File: src/rtl/writeback_arb.sv
// Writeback arbiter: picks one execute-unit result per cycle by round-robin,
// holds it for one cycle in the W stage, then drives the register-file write
// port and the completion (commit) notification from that stage register.
module writeback_arb #(
  parameter int p_num_pipes    = 2,
  parameter int p_seq_num_bits = 5
) (
  input  logic                                         clk,
  input  logic                                         rst,
  input  logic [p_num_pipes-1:0]                       X_val,
  output logic [p_num_pipes-1:0]                       X_rdy,
  input  logic [p_num_pipes-1:0][31:0]                 X_pc,
  input  logic [p_num_pipes-1:0][p_seq_num_bits-1:0]   X_seq_num,
  input  logic [p_num_pipes-1:0][4:0]                  X_waddr,
  input  logic [p_num_pipes-1:0][31:0]                 X_wdata,
  input  logic [p_num_pipes-1:0]                       X_wen,
  output logic                                         rf_wen,
  output logic [4:0]                                   rf_waddr,
  output logic [31:0]                                  rf_wdata,
  output logic                                         cmt_val,
  output logic [31:0]                                  cmt_pc,
  output logic [p_seq_num_bits-1:0]                    cmt_seq_num
);

  // Pointer width; a single unit still gets a 1-bit pointer that stays at 0.
  localparam int                  c_ptr_bits = (p_num_pipes > 1) ? $clog2(p_num_pipes) : 1;
  localparam logic [c_ptr_bits:0] c_num      = (c_ptr_bits + 1)'(p_num_pipes);

  // Arbitration state and W-stage register
  logic [c_ptr_bits-1:0]     rr_ptr_r;
  logic                      w_val_r;
  logic                      w_rf_wen_r;
  logic [31:0]               w_pc_r;
  logic [p_seq_num_bits-1:0] w_seq_num_r;
  logic [4:0]                w_waddr_r;
  logic [31:0]               w_wdata_r;

  // Arbitration results
  logic                      grant_any_s;
  logic [c_ptr_bits-1:0]     grant_idx_s;
  logic [c_ptr_bits:0]       cand_s;
  logic [c_ptr_bits:0]       ptr_inc_s;
  logic [c_ptr_bits-1:0]     next_ptr_s;

  // Round-robin search: first valid unit at or after rr_ptr, wrapping to 0.
  always_comb begin
    grant_any_s = 1'b0;
    grant_idx_s = '0;
    cand_s      = '0;
    for (int off = 0; off < p_num_pipes; off++) begin
      cand_s = {1'b0, rr_ptr_r} + (c_ptr_bits + 1)'(off);
      if (cand_s >= c_num) begin
        cand_s = cand_s - c_num;
      end else begin
        cand_s = cand_s;
      end
      if (!grant_any_s && X_val[cand_s[c_ptr_bits-1:0]]) begin
        grant_any_s = 1'b1;
        grant_idx_s = cand_s[c_ptr_bits-1:0];
      end else begin
        grant_any_s = grant_any_s;
        grant_idx_s = grant_idx_s;
      end
    end
  end

  // Pointer advances to the unit after the winner, wrapping at p_num_pipes.
  always_comb begin
    ptr_inc_s = {1'b0, grant_idx_s} + {{c_ptr_bits{1'b0}}, 1'b1};
    if (ptr_inc_s >= c_num) begin
      next_ptr_s = '0;
    end else begin
      next_ptr_s = ptr_inc_s[c_ptr_bits-1:0];
    end
  end

  // One-hot accept to the winner only; nothing is accepted while in reset.
  always_comb begin
    X_rdy = '0;
    if (rst) begin
      X_rdy = '0;
    end else if (grant_any_s) begin
      X_rdy[grant_idx_s] = 1'b1;
    end else begin
      X_rdy = '0;
    end
  end

  // Control state: W valid, qualified write enable and round-robin pointer.
  always_ff @(posedge clk) begin
    if (rst) begin
      w_val_r    <= 1'b0;
      w_rf_wen_r <= 1'b0;
      rr_ptr_r   <= '0;
    end else begin
      w_val_r    <= grant_any_s;
      // Write enable is qualified here so rf_wen leaves a flop; x0 is never written.
      w_rf_wen_r <= grant_any_s & X_wen[grant_idx_s] & (X_waddr[grant_idx_s] != 5'd0);
      if (grant_any_s) begin
        rr_ptr_r <= next_ptr_s;
      end else begin
        rr_ptr_r <= rr_ptr_r;
      end
    end
  end

  // Payload of the W stage; contents are meaningless while w_val_r is low.
  always_ff @(posedge clk) begin
    if (grant_any_s) begin
      w_pc_r      <= X_pc[grant_idx_s];
      w_seq_num_r <= X_seq_num[grant_idx_s];
      w_waddr_r   <= X_waddr[grant_idx_s];
      w_wdata_r   <= X_wdata[grant_idx_s];
    end else begin
      w_pc_r      <= w_pc_r;
      w_seq_num_r <= w_seq_num_r;
      w_waddr_r   <= w_waddr_r;
      w_wdata_r   <= w_wdata_r;
    end
  end

  assign rf_wen      = w_rf_wen_r;
  assign rf_waddr    = w_waddr_r;
  assign rf_wdata    = w_wdata_r;
  assign cmt_val     = w_val_r;
  assign cmt_pc      = w_pc_r;
  assign cmt_seq_num = w_seq_num_r;

endmodule
File: config.mk
export PLATFORM = sky130hd
export DESIGN_NAME = writeback_arb
export DESIGN_NICKNAME = d
export VERILOG_FILES = /design/src/rtl/writeback_arb.sv
export SDC_FILE = /design/constraint.sdc
export NUM_CORES = 1
export LEC_CHECK = 0
export BUFFER_PORTS_ARGS = -buffer_cell sky130_fd_sc_hd__buf_2
export CORE_MARGIN = 2
export CORE_UTILIZATION = 30
export CTS_BUF_LIST = sky130_fd_sc_hd__clkbuf_8
export DETAILED_ROUTE_END_ITERATION = 12
export PLACE_DENSITY = 0.74
export RECOVER_POWER = 100
export SLEW_MARGIN = 40
export SYNTH_ARGS = -nofsm -noshare
export SYNTH_HDL_FRONTEND = slang
export SYNTH_SLANG_ARGS = --single-unit
File: constraint.sdc
create_clock -name clk -period 2.05 [get_ports clk]
set_input_delay 0.205 -clock clk [delete_from_list [all_inputs] [get_ports clk]]
set_output_delay 0.205 -clock clk [all_outputs]
set_load 0.005 [all_outputs]
Word level (Yosys, flattened, before mapping)
Cells that the tools add are included.
{ "classes": {"addsub": 4, "order_cmp": 7, "mux": 25, "bitwise_logic": 2, "n_reduce_logical": 4} }
{ "op_table": {"columns": ["operator", "n"], "rows": [
  ["two-way mux 32 bit", 4],
  ["two-way mux 5 bit", 4],
  ["two-way mux 1 bit", 14],
  ["less-than comparator 1 x 2 -> 1 bit, second input constant", 3],
  ["nonzero test 5 bit", 1],
  ["adder 1 x 1 -> 2 bit, second input constant", 2],
  [">= comparator 2 bit, second input constant", 2],
  ["two-way mux 2 bit", 2],
  ["AND 1 bit", 2],
  [">= comparator 1 x 2 -> 1 bit, second input constant", 1],
  ["logical AND 1 bit", 2],
  ["subtractor 1 bit, second input constant", 2],
  ["demux 1 bit (select 1 bit)", 1],
  [">= comparator 1 bit, second input constant", 1],
  ["zero test 1 bit", 1]
]} }
{ "word_totals": {"ff_bits": 77, "input_bits": 154, "output_inout_bits": 78, "word_cells": 49} }

Logic depth before layout (Yosys ltp)
{ "logic_depth": {"depth_word": 14, "depth_mapped": 5, "ltp_nobuf": 3} }

Least setup slack after synthesis
No wires, ideal clock.
{ "synth_path": {"kind": "input to register", "from": "in X_val[1]", "to": "reg w_pc_r[0] (netlist: cmt_pc[0]) (enable)", "setup_time_ns": 0.428, "arrival_ns": 1.694, "t_required_ns": 1.622, "slack_ns": -0.072, "path_stages": 2, "path_buffers": 0, "path_cell_list": "nor2_1 -> inv_1"} }
{ "synth_between": {"elab_chain_len": 6, "word_cells_on_any_way": 8, "cone_classes": "mux (6); reduce/logical (2)"} }
{ "synth_lines": {"columns": ["element", "line", "source"], "rows": [
  ["start, declared", "10", "input logic [p_num_pipes-1:0] X_val,"],
  ["two-way mux 1 bit (not written as such) (2 in series)", "57", "if (!grant_any_s && X_val[cand_s[c_ptr_bits-1:0]]) begin"],
  ["two-way mux 1 bit", "57", null],
  ["zero test 1 bit", "57", null],
  ["logical AND 1 bit", "57", null],
  ["two-way mux 1 bit *", "57", null],
  ["via grant_any_s", "39", "logic grant_any_s;"],
  ["end signal, assigned", "110", "w_pc_r <= X_pc[grant_idx_s];"],
  ["end signal, assigned", "115", "w_pc_r <= w_pc_r;"],
  ["end, declared", "33", "logic [31:0] w_pc_r;"]
]} }
Mark *: on every way through the listed nets, which the timed path passes. The rest lies on a longest branch. The select of a mux whose other input is x is not followed.
A chain may end at the register's enable or synchronous reset.

Worst setup path in the final report
{ "layout_path": {"from": "reg rr_ptr_r", "to": "reg w_pc_r[28] (netlist: cmt_pc[28]) (data pin)"} }
{ "layout_between": {"elab_chain_len": 10, "word_cells_on_any_way": 18, "cone_classes": "add/sub (3); order compare (2); mux (11); reduce/logical (2)"} }
{ "layout_lines": {"columns": ["element", "line", "source"], "rows": [
  ["start, declared", "30", "logic [c_ptr_bits-1:0] rr_ptr_r;"],
  ["start signal, assigned", "100", "rr_ptr_r <= next_ptr_s;"],
  ["start signal, assigned", "102", "rr_ptr_r <= rr_ptr_r;"],
  [">= comparator 1 x 2 -> 1 bit / subtractor 1 bit (equally long branches)", "52, 53", null],
  ["two-way mux 1 bit", "52", "if (cand_s >= c_num) begin"],
  ["two-way mux 1 bit (not written as such) (2 in series)", "57", null],
  ["two-way mux 1 bit", "57", null],
  ["zero test 1 bit", "57", null],
  ["logical AND 1 bit", "57", null],
  ["two-way mux 1 bit *", "57", null],
  ["two-way mux 32 bit (not written as such) * (2 in series)", "110", null]
]} }
Mark *: on every way between the ends. The rest lies on a longest branch, timed or not. The select of a mux whose other input is x is not followed.

==> results.json <==
{
  "status": "finished clean",
  "placed_area_mm2": 0.00483,
  "cp_cell_sequence": "nand2b_4 -> nand2_4 -> clkbuf_1 -> mux2_1",
  "cpMaxStageDelayCell": "clkbuf_1",
  "endpoint_kind": "flop",
  "placed_cells": 548,
  "grt_antenna_before_repair": 0,
  "drive_above_1_share": 0.577,
  "fin_ws_ns": 0.278,
  "dieWidth_um": 112,
  "synthCells": 177,
  "crit_end": "cmt_pc[28]$_DFFE_PN_",
  "highest_layer": "met4",
  "fp.dieH_um": 112,
  "die_area_mm2": 0.0125,
  "initial_core_util": 0.307,
  "cts_hold_buf": 0,
  "viasPerCell": 4.41,
  "finalNonFillerCells": 564,
  "numPortBuffers": 231,
  "worst_pin_slew_ns": 1.02,
  "grt_remaining_overflow": 0,
  "peakVddDrop_v": 0.000328,
  "crit_start": "rr_ptr_r$_SDFFE_PP0N_",
  "setup_violations": 0,
  "place_congestion": 0.761,
  "dr.pass1.iters": 4,
  "min_period_ns": 1.77,
  "clk_latency_ns": 0.34,
  "rr_worst_depth": 4,
  "avgSynthCellArea_um2": 19.7,
  "crit_arrival_ns": 1.87,
  "worstReg2RegEnd": "cmt_pc[28]$_DFFE_PN_",
  "routed_wl_mm": 8.28,
  "drtIter0Drc": 127,
  "drt-met1-wl_mm": 3.25,
  "antenna_cells": 0,
  "cp.required_ns": 2.14,
  "reg2reg_from": "rr_ptr_r$_SDFFE_PP0N_",
  "ys_async_sr_fraction": 0,
  "clockRootBuffer": "clkbuf_8",
  "num_rows": 39,
  "synth_top_cells_by_count": "74 x edfxtp_1, 49 x mux2_4, 25 x mux2_2",
  "area_delta_synth_final_pct": 37.5,
  "rsz0062_at_grt": "false",
  "yosysMostFrequentCell": "edfxtp_1",
  "synth_cell_types": 19,
  "fin_area_mm2": 0.00480,
  "first_global_vias": 2555,
  "final_antenna_net_count": 0,
  "drcViolationCount": 0,
  "synth_top_cell_by_area": "edfxtp_1",
  "grtUsageTotal": 0.126,
  "fin_tns_setup_ns": 0,
  "synth-seq-cells": 77,
  "place_ws_ns": 0.414,
  "critPathLaunchType": "flop",
  "ioPinCount": 232,
  "ys_seq_area_frac": 0.654,
  "critPathMaxStageDelay_ns": 0.39,
  "grt_max_degree": 75,
  "clock_sinks": 77,
  "powerDensity_mw_per_mm2": 754,
  "grt_pass1_wl_mm": 12.3,
  "hold_viol": 0,
  "cts_tree": "yes",
  "fillerInstances": 1109,
  "core_mm2": 0.0114,
  "syn_nets": 331,
  "yosysWarningCount": 0,
  "slew_viol_final": 0,
  "cts_setup_buffers": 0,
  "synth_area_mm2": 0.00349,
  "p_leak_nw": 2.06,
  "cts-resized-gates": 0,
  "dp_hpwl_mm": 6.26,
  "fin_crit_sh": 0.864,
  "cts-htree-levels": 3,
  "wl_per_cell_um": 14.7,
  "reg2reg_slack_ns": 0.28,
  "cts_inserted_buffers": 9,
  "fin_nets": 570,
  "wl_met3_um": 856,
  "fmax_mhz": 564,
  "crit_fanout": 18,
  "finalPower_mw": 3.62,
  "yosysTopAreaCellShare": 0.637,
  "synth_area_leaders": "edfxtp_1 64%, mux2_4 21%, mux2_2 8.1%",
  "clkTransAtPathRegs_ns": 0.08,
  "fin_skew_ns": 0.00537,
  "synth_edf_count": 74,
  "num_vias": 2487,
  "synth_top_flop_cell": "edfxtp_1",
  "maxCapViolCount": 0,
  "min_path_type": "in2reg",
  "wl_met2_mm": 4.02,
  "crit_type": "reg2reg",
  "slew_headroom": 0.322,
  "clk_path_buf_depth": 2
}
worst max-delay path: cells and delay by family, from the launching register on:
family | cells | cell delay [ns]
buffers and inverters | 1 | 0.39
DFF | 1 | 0.33
muxes | 1 | 0.38
and+or+nand+nor | 2 | 0.41
metrics by stage:
stage | hold slack (ns) | util
after CTS | 0.0788 | 0.443
final | 0.0966 | 0.422
after global placement | 0.456 | 0.425
after floorplan | 0.274 | -
after detailed placement | 0.462 | 0.425
after global routing | 0.0814 | 0.422
state kept, by name, indices dropped and copies added, names as in the netlist:
register / flops
cmt_pc: 32
cmt_seq_num: 5
cmt_val: 1
rf_waddr: 5
rf_wdata: 32
rf_wen: 1
rr_ptr_r: 1
power by group:
part | switching (mW) | leakage [nW] | internal [mW]
Combinational | 0.233 | 1.19 | 0.295
Sequential | 0.0369 | 0.779 | 1.89
Clock | 0.568 | 0.0943 | 0.591
Total | 0.838 | 2.06 | 2.78
placed cells by master, fill, tap and decap left out, drive strengths merged:
cell / netlist / layout
buf: 8 / 193
edfxtp: 74 / 74
mux2: 74 / 74
clkbuf: 0 / 53
nor2: 4 / 4
clkinvlp: 0 / 4
dfxtp: 3 / 3
and2: 2 / 2
or4: 2 / 2
clkinv: 0 / 2
nand2: 2 / 2
nand2b: 1 / 1
nor3: 1 / 1
or2b: 1 / 1
a21oi: 1 / 1
a211oi: 1 / 1
a32oi: 1 / 1
a2111oi: 1 / 1
bufinv: 0 / 1
layout make-up:
class / instances / area [um2] / share of cell area
flip-flops and latches: 77 / 2280 / 0.476
multi-input cells: 91 / 966 / 0.201
inverters: 1 / 7.51 / 0.00156
clock inverters: 6 / 62.6 / 0.0130
repair buffers: 236 / 1160 / 0.243
well taps: 143 / 179 / 0.0373
clock buffers: 10 / 138 / 0.0287
kinds of logic (layout without fill, tap and decap cells):
family	after synthesis	count (layout)	synth area share
flip-flops	77	77	0.654
multiplexers	74	74	0.292
AND/OR/NAND/NOR	13	13	0.0226
buffers and inverters	9	253	0.0233
AO/OA/AOI/OAI	4	4	0.00861
worst min-delay path by stage:
stage	startpoint	endpoint	cells after the start
final	rst	cmt_val$_SDFF_PP0_	2
after global routing	rst	cmt_val$_SDFF_PP0_	2
after CTS	rst	cmt_val$_SDFF_PP0_	2
after detailed placement	rst	cmt_val$_SDFF_PP0_	2
after global placement	rst	rr_ptr_r$_SDFFE_PP0N_	2
after floorplan	rst	rr_ptr_r$_SDFFE_PP0N_	1
per-layer routing:
layer,GRT usage,vias up
li1,-,1167
met1,0.136,1150
met2,0.218,159
met3,0.0506,11
met4,0.0560,0
met5,0,-
Power figures use the tool's default switching activity.
